**src/rtl/wb_port_arbiter.sv**
```systemverilog
// wb_port_arbiter: shares the single integer register-file write port between
// the in-order pipeline writeback stream and queued multiply/divide results.
// MDU results wait in a small FIFO and drain into idle port cycles. The pipeline
// is stalled only when the FIFO head must go first: FIFO full, starvation limit
// reached, or a write-after-write hazard against a queued destination.
//
// Ports:
//   clk, reset                       clock, synchronous active-high reset
//   pipe_valid/pipe_rd/pipe_data     pipeline writeback result
//   pipe_ready                       pipeline result accepted this cycle
//   mdu_valid/mdu_rd/mdu_data        MDU result
//   mdu_ready                        FIFO can accept an MDU result this cycle
//   wr_en/wr_addr/wr_data            registered register-file write port
//   busy                             FIFO non-empty (registered)
module wb_port_arbiter #(
  parameter int unsigned XLEN         = 64,
  parameter int unsigned REGW         = 5,
  parameter int unsigned DEPTH        = 2,
  parameter int unsigned STARVE_LIMIT = 4
) (
  input  logic            clk,
  input  logic            reset,
  input  logic            pipe_valid,
  input  logic [REGW-1:0] pipe_rd,
  input  logic [XLEN-1:0] pipe_data,
  output logic            pipe_ready,
  input  logic            mdu_valid,
  input  logic [REGW-1:0] mdu_rd,
  input  logic [XLEN-1:0] mdu_data,
  output logic            mdu_ready,
  output logic            wr_en,
  output logic [REGW-1:0] wr_addr,
  output logic [XLEN-1:0] wr_data,
  output logic            busy
);

  localparam int unsigned PTRW = (DEPTH > 1) ? $clog2(DEPTH) : 1;
  localparam int unsigned CNTW = $clog2(DEPTH + 1);
  localparam int unsigned STW  = $clog2(STARVE_LIMIT + 1);

  // FIFO storage and control state
  logic [REGW-1:0] fifoRd   [DEPTH];
  logic [XLEN-1:0] fifoData [DEPTH];
  logic [PTRW-1:0] rdPtr, wrPtr;
  logic [CNTW-1:0] count, countNext;
  logic [STW-1:0]  starve;

  logic            fifoFull, fifoNonEmpty, starveHit, waw, forceHead;
  logic            grantFifo, grantPipe, push;
  logic [PTRW-1:0] slotOffs;

  assign fifoFull     = (count == CNTW'(DEPTH));
  assign fifoNonEmpty = (count != '0);
  assign starveHit    = (starve == STW'(STARVE_LIMIT));

  // WAW: a live FIFO slot targets the same nonzero register as the pipeline.
  // A slot is live when its distance from the read pointer is below count.
  always_comb begin
    waw      = 1'b0;
    slotOffs = '0;
    for (int unsigned i = 0; i < DEPTH; i++) begin
      slotOffs = PTRW'(i) - rdPtr;
      if ((CNTW'(slotOffs) < count) && (fifoRd[i] == pipe_rd)) begin
        waw = 1'b1;
      end
    end
    waw = waw & pipe_valid & (pipe_rd != '0);
  end

  assign forceHead  = fifoFull | starveHit | waw;
  assign grantFifo  = !reset && fifoNonEmpty && (forceHead || !pipe_valid);
  assign pipe_ready = !reset && !grantFifo;
  assign grantPipe  = pipe_valid && pipe_ready;
  assign mdu_ready  = !reset && !fifoFull;
  assign push       = mdu_valid && mdu_ready;

  always_comb begin
    countNext = count;
    if (push && !grantFifo) countNext = count + CNTW'(1);
    if (!push && grantFifo) countNext = count - CNTW'(1);
  end

  // FIFO control, starvation counter and busy flag
  always_ff @(posedge clk) begin
    if (reset) begin
      rdPtr  <= '0;
      wrPtr  <= '0;
      count  <= '0;
      starve <= '0;
      busy   <= 1'b0;
    end else begin
      if (push)      wrPtr <= wrPtr + PTRW'(1);
      if (grantFifo) rdPtr <= rdPtr + PTRW'(1);
      count <= countNext;
      busy  <= (countNext != '0);
      // Clears on a head pop or when empty; otherwise the head was bypassed
      if (grantFifo || !fifoNonEmpty) begin
        starve <= '0;
      end else if (!starveHit) begin
        starve <= starve + STW'(1);
      end
    end
  end

  // FIFO payload storage; contents are don't-care until counted live
  always_ff @(posedge clk) begin
    if (push) begin
      fifoRd[wrPtr]   <= mdu_rd;
      fifoData[wrPtr] <= mdu_data;
    end
  end

  // Registered write port; address/data hold when nothing is granted
  always_ff @(posedge clk) begin
    if (reset) begin
      wr_en   <= 1'b0;
      wr_addr <= '0;
      wr_data <= '0;
    end else if (grantFifo) begin
      wr_en   <= (fifoRd[rdPtr] != '0);
      wr_addr <= fifoRd[rdPtr];
      wr_data <= fifoData[rdPtr];
    end else if (grantPipe) begin
      wr_en   <= (pipe_rd != '0);
      wr_addr <= pipe_rd;
      wr_data <= pipe_data;
    end else begin
      wr_en   <= 1'b0;
    end
  end

endmodule

```
**config.mk**
```make
export PLATFORM = sky130hd
export DESIGN_NAME = wb_port_arbiter
export DESIGN_NICKNAME = d
export VERILOG_FILES = /design/src/rtl/wb_port_arbiter.sv
export SDC_FILE = /design/constraint.sdc
export NUM_CORES = 1
export LEC_CHECK = 0
export CAP_MARGIN = 30
export CORE_ASPECT_RATIO = 1.75
export CORE_MARGIN = 4
export CORE_UTILIZATION = 40
export CTS_BUF_LIST = sky130_fd_sc_hd__clkbuf_16
export DETAILED_ROUTE_END_ITERATION = 10
export PLACE_DENSITY_LB_ADDON = 0.1
export SETUP_SLACK_MARGIN = 0.05
export SYNTH_ARGS = -nofsm -noshare
export SYNTH_HDL_FRONTEND = slang
export SYNTH_SLANG_ARGS = --single-unit
```
**constraint.sdc**
```tcl
create_clock -name clk -period 5.78 [get_ports clk]
set_input_delay 1.734 -clock clk [delete_from_list [all_inputs] [get_ports clk]]
set_output_delay 1.734 -clock clk [all_outputs]
set_load 0.005 [all_outputs]
```
==> impl_metrics.json, run 1 <==
{
  "die_h_um": 211,
  "dieArea_um2": 26300,
  "cts_setup_buffers": 0,
  "drc": 0,
  "finalSetupViolCount": 0,
  "clk-insertion-delay-late_ns": 0.50,
  "avgSynthCellArea_um2": 14.9,
  "portBuffers": 214,
  "antenna_found_initial": 1,
  "nNetsFinal": 982,
  "crit_path_end_kind": "output pin",
  "cts_root_buf": "clkbuf_16",
  "start_util_pct": 40.6,
  "regToRegEndpoint": "wr_data[37]$_SDFFE_PP0P_",
  "grt_pass1_vias": 6803,
  "finalMaxSlewViolations": 0,
  "gp_congestion": 0.787,
  "min_from": "wr_data[46]$_SDFFE_PP0P_",
  "ys.flop_type": "edfxtp_1",
  "rsz0062_at_grt": "false",
  "placed_area_um2": 11900,
  "synth_top_cell_area_share_pct": 43.8,
  "finalCritPeriodShare_pct": 94.7,
  "max-slew-margin-rel_pct": 37.0,
  "std_cell_rows": 74,
  "drv_cap": 0,
  "fmax_mhz": 183,
  "rr_startpoint": "count[0]$_SDFF_PP0_",
  "p_per_area_nw_per_um2": 413,
  "io_pins": 215,
  "fin_worst_skew_ns": 0.0106,
  "grt_overflow": 0,
  "num_antenna_cells": 0,
  "synth.distinct_cells": 41,
  "yosys-top-cells-area": "edfxtp_1, dfxtp_1, a211oi_2",
  "cp-start-kind": "primary input",
  "hp-class": "flip-flop to flip-flop",
  "grt_max_degree": 76,
  "seq_area_frac_synth_pct": 60.5,
  "ys_warn_count": 0,
  "postRouteAntennaNets": 0,
  "synth_nets": 783,
  "stdcell_area_um2": 12600,
  "max-vdd-ir-drop_mv": 0.257,
  "drive_above_1_share_pct": 23.2,
  "die_x_um": 124,
  "outcome": "completed",
  "critPathKind": "primary input to output pin",
  "grt_pass1_wl_mm": 36.2,
  "drt_iter0_drc": 250,
  "ys_ff_latch": 217,
  "h-tree-depth": 1,
  "required_ns": 4.05,
  "fin_ws_ns": 0.307,
  "yosys.area.top_type": "edfxtp_1",
  "coreArea_um2": 23300,
  "syn_area_um2": 9460,
  "async_flop_share_pct": 0,
  "period_needed_ns": 5.47,
  "stdcell_count": 1154,
  "worstRegToRegCells": 7,
  "place_hpwl_mm": 15.4,
  "totalPowerFinal_mw": 5.19,
  "tightestPinTransition_ns": 0.944,
  "min_path_cells": 2,
  "cts_sinks": 217,
  "num_vias": 6178,
  "grtUsageTotal_pct": 17.0,
  "r2r_setup_slack_ns": 2.91,
  "p_leak_nw": 4.30,
  "area_delta_synth_final_pct": 33.0,
  "clk_pin_slew_worst_paths_ns": 0.06,
  "cts_tree": "done",
  "cts_buffer_depth": 3,
  "detail_route.wirelength_mm": 23.2,
  "dp_slack_ns": 0.0265,
  "hold_violations": 0,
  "firstDrtPassIters": 4,
  "dpl.cell_count": 1116,
  "viasPerCell": 5.35,
  "whs_endpoint": "wr_data[46]$_SDFFE_PP0P_",
  "syn_inst": 637,
  "cp_max_fo": 4,
  "cts-buffers-inserted": 21,
  "worst_ep_arrival_time_ns": 3.74,
  "wl_per_cell_um": 20.1,
  "synth-edff-count": 138
}
sequential cells by signal, indices dropped and copies added, names as in the netlist, named ones only:
name      flops
busy          1
count         2
fifoData    128
fifoRd       10
rdPtr         1
starve        3
wrPtr         1
wr_addr       5
wr_data      64
wr_en         1
cell families (layout without fill, tap and decap cells):
| family | count (synthesis) | after routing | share of synthesized area (%) |
|---|---|---|---|
| flip-flops | 217 | 217 | 60.5 |
| AO/OA/AOI/OAI | 160 | 160 | 16.4 |
| multiplexers | 142 | 142 | 16.0 |
| buffers and inverters | 63 | 276 | 3.24 |
| AND/OR/NAND/NOR | 38 | 38 | 2.21 |
| XOR/XNOR | 13 | 13 | 1.20 |
| adder cells (fa/ha/maj) | 4 | 4 | 0.529 |
final cells by class:
class	instances	area [um^2]
clock inverter	16	124
inverter	5	18.8
multi-input combinational	357	3470
timing repair buffer	234	2340
clock buffer	21	526
sequential	217	5730
tap	304	380
fill	2013	10800
worst max path at each step:
| stage | start | to | slack, ns | cells past startpoint |
|---|---|---|---|---|
| global placement | pipe_rd[3] | pipe_ready | 0.09 | 7 |
| detailed placement | pipe_rd[3] | pipe_ready | 0.03 | 7 |
| CTS | pipe_rd[3] | pipe_ready | 0.30 | 7 |
| global route | pipe_rd[3] | pipe_ready | 0.24 | 7 |
| finish | pipe_rd[3] | pipe_ready | 0.31 | 7 |
| floorplan | reset | fifoData[0][0]$_DFFE_PP_ | -0.04 | 3 |
cell usage after synthesis (2+ instances only):
library cell / n
edfxtp_1: 138
xnor2_1: 10
a211oi_2: 70
mux2_2: 68
o31ai_1: 2
mux2_1: 3
clkbuf_1: 41
o211ai_1: 2
nand2_1: 3
and3_1: 2
or4_1: 3
ha_1: 4
nand3b_1: 2
buf_6: 8
a21o_1: 2
nor2b_1: 5
a211oi_1: 69
xor2_1: 3
inv_1: 5
nor2_1: 12
a22oi_1: 2
nand3_1: 3
dfxtp_1: 79
buf_2: 8
mux2i_1: 71
o21ai_0: 5
a21oi_1: 2
nor3_1: 2
worst max-delay path, stage by stage:
cell and delay [ns]:
clkdlybuf4s50_1 0.51, or4_1 0.56, o211ai_1 0.25, o22a_2 0.23
a21oi_2 0.07, nor2_1 0.08, dlygate4sd2_1 0.30
where the power goes:
| part | switching [mW] | leakage, nW | internal [mW] | total (mW) |
|---|---|---|---|---|
| Clock | 0.566 | 0.334 | 0.749 | 1.31 |
| Sequential | 0.166 | 1.92 | 1.93 | 2.10 |
| Combinational | 0.858 | 2.04 | 0.924 | 1.78 |
per-stage QoR:
step | util [%] | hold slack (ns) | setup TNS, ns
final | 53.9 | 0.584 | 0
after global routing | 53.9 | 0.613 | 0
after CTS | 53.8 | 0.587 | 0
after detailed placement | 51.1 | 0.579 | 0
after global placement | 51.1 | 0.539 | 0
after floorplan | - | 0.521 | -5.37
layout by cell type, fill, tap and decap left out, types with 3 or more instances in the layout:
cell type | netlist | routed
xor2_1 | 3 | 3
a211oi_1 | 69 | 69
or4_1 | 3 | 3
clkdlybuf4s50_1 | 0 | 211
nand2_1 | 3 | 3
nor2_1 | 12 | 10
xnor2_1 | 10 | 10
clkinv_1 | 0 | 5
dfxtp_1 | 79 | 78
nand3_1 | 3 | 3
ha_1 | 4 | 3
mux2_2 | 68 | 68
clkbuf_16 | 0 | 21
o21ai_0 | 5 | 5
buf_12 | 0 | 4
inv_1 | 5 | 10
buf_4 | 0 | 18
nor2b_1 | 5 | 5
a211oi_2 | 70 | 70
edfxtp_1 | 138 | 138
mux2i_1 | 71 | 71
mux2_1 | 3 | 3
metal layers:
layer	wire [um]	part of all wire (%)	GRT usage, %
met5	13	0.056	0
met4	343	1.5	3.56
met3	1280	5.5	4.14
met2	13100	57	34.3
met1	8410	36	17.5
repair_timing:
item,4_1_cts,5_1_grt
setup endpoints to repair,1,0
gates resized for setup,1,0
hold buffers,0,0
No activity file was read; power rests on OpenSTA's default activity.
==> run 2: changes to the inputs <==
--- a/config.mk
+++ b/config.mk
@@ -11,7 +11,7 @@
 export CORE_UTILIZATION = 40
 export CTS_BUF_LIST = sky130_fd_sc_hd__clkbuf_16
 export DETAILED_ROUTE_END_ITERATION = 10
-export PLACE_DENSITY_LB_ADDON = 0.1
+export PLACE_DENSITY = 0.79
 export SETUP_SLACK_MARGIN = 0.05
 export SYNTH_ARGS = -nofsm -noshare
 export SYNTH_HDL_FRONTEND = slang
==> impl_metrics.json, run 2 (synthesis results as in run 1) <==
{
  "fin_ws_ns": 0.448,
  "rsz0062_at_grt": "false",
  "cts_setup_buffers": 0,
  "cp_max_fo": 4,
  "die_x_um": 124,
  "grt_pass1_wl_mm": 35.2,
  "finalSetupViolCount": 0,
  "dieArea_um2": 26300,
  "tightestPinTransition_ns": 0.912,
  "wl_per_cell_um": 19.9,
  "clk_pin_slew_worst_paths_ns": 0.07,
  "critPathKind": "primary input to output pin",
  "h-tree-depth": 1,
  "pwr-share-comb_pct": 34.5,
  "fmax_mhz": 188,
  "worstRegToRegCells": 7,
  "startpoint": "pipe_rd[3]",
  "min_from": "starve[2]$_SDFFE_PP0N_",
  "die_h_um": 211,
  "timing.critical_path.max_delay_family": "buffers and inverters",
  "finalMaxSlewViolations": 0,
  "grtUsageTotal_pct": 16.7,
  "crit_buf_inv": 2,
  "nNetsFinal": 980,
  "portBuffers": 214,
  "io_pins": 215,
  "antenna_found_initial": 1,
  "intPower_mw": 3.61,
  "pwr-share-seq_pct": 40.1,
  "postRouteAntennaNets": 0,
  "crit_cells": 7,
  "fillers": 1961,
  "crit_path_end_kind": "output pin",
  "fin_worst_skew_ns": 0.00909,
  "coreArea_um2": 23300,
  "drive_above_1_share_pct": 23.6,
  "p_per_area_nw_per_um2": 411,
  "drv_cap": 0,
  "drt_iter0_drc": 229,
  "period_needed_ns": 5.33,
  "stdcell_count": 1154,
  "largest_reg_flops": 128,
  "worst_ep_arrival_time_ns": 3.60,
  "drc": 0,
  "cts_root_buf": "clkbuf_16",
  "slowest_stage": "clkdlybuf4s50_1",
  "top_register": "fifoData",
  "max-vdd-ir-drop_mv": 0.239,
  "crit_chain": "clkdlybuf4s50_1, xor2_1, or4_1, o22a_2, a21oi_2, nor2_1, dlymetal6s2s_1",
  "max-slew-margin-rel_pct": 39.2,
  "detail_route.wirelength_mm": 22.9,
  "grt_overflow": 0,
  "dpl.cell_count": 1115,
  "dp_slack_ns": 0.0397,
  "reg.largest.list": "fifoData (128), wr_data (64), fifoRd (10)",
  "gp_congestion": 0.774,
  "p_sw_mw": 1.57,
  "rr_startpoint": "count[0]$_SDFF_PP0_",
  "num_vias": 6082,
  "cts-buffers-inserted": 21,
  "cp-start-kind": "primary input",
  "finalCritPeriodShare_pct": 92.2,
  "min_path_cells": 1,
  "cts_buffer_depth": 3,
  "start_util_pct": 40.6,
  "cts_tree": "done",
  "most-common-layout-cells": "clkdlybuf4s50_1, edfxtp_1, dfxtp_1",
  "firstDrtPassIters": 4,
  "outcome": "completed",
  "swShare_pct": 30.4,
  "cts_sinks": 217,
  "clk-insertion-delay-late_ns": 0.50,
  "std_cell_rows": 74,
  "hp-class": "flip-flop to flip-flop",
  "viasPerCell": 5.27,
  "grt_max_degree": 76,
  "slowest_delay_ns": 0.51,
  "hold_violations": 0,
  "p_leak_nw": 4.30,
  "clkPwrFrac_pct": 25.4,
  "area_delta_synth_final_pct": 33.1,
  "grt_pass1_vias": 6410,
  "required_ns": 4.05,
  "place_hpwl_mm": 15.3,
  "final_common_cell": "clkdlybuf4s50_1",
  "final_util_pct": 54.0
}
-- run 2: final timing paths --
kind	to	slack, ns
worst max-delay path	pipe_ready	0.45
worst min register to register	starve[2]$_SDFFE_PP0N_	0.57
worst min-delay path	starve[2]$_SDFFE_PP0N_	0.57
worst max register to register	wr_data[29]$_SDFFE_PP0P_	2.85
-- run 2: power by group through the flow --
stage	clock [mW]	combinational [mW]	sequential, mW
floorplan	0	1.10	2.09
finish	1.32	1.79	2.07
global route	1.43	1.92	2.11
CTS	1.36	1.82	2.08
global placement	0	1.70	2.17
detailed placement	0	1.81	2.11
-- run 2: worst register-to-register path, stage by stage (launching register included) --
cell and delay [ns]:
dfxtp_1 0.44, inv_1 0.16, ha_1 0.27, and3b_2 0.26, buf_4 0.71, a21o_4 0.45, buf_4 0.37, a211oi_2 0.12
-- run 2: layout make-up --
type                       instances  area (um^2)  area share [%]
clock inverter                    17          135            1.07
clock buffer                      21          526            4.17
sequential                       217         5730            45.5
antenna                            1         2.50          0.0199
multi-input combinational        357         3470            27.6
tap                              304          380            3.02
inverter                           5         18.8           0.149
timing repair buffer             232         2330            18.5
-- run 2: metrics by stage --
step	area (um^2)	total power, mW	hold slack (ns)	TNS (ns)
2_1_floorplan	9460	3.19	0.521	-5.37
3_3_place_gp	11900	3.87	0.545	0
3_5_place_dp	11900	3.93	0.562	0
4_1_cts	12600	5.26	0.578	0
5_1_grt	12600	5.46	0.604	0
6_report	12600	5.18	0.571	0
-- run 2: timing repair --
item / 4_1_cts / 5_1_grt
endpoints found under the setup margin: 1 / 1
hold buffers: 0 / 0
pin swaps: 1 / 1
resized for setup: 1 / 1
-- run 2: metal layers --
layer / vias to the layer above / part of all wire, % / track usage, %
li1: 2906 / - / -
met1: 2949 / 36 / 17.5
met2: 172 / 56 / 32.2
met3: 55 / 4.3 / 2.95
met4: 0 / 4.5 / 7.72
met5: - / 0 / 0
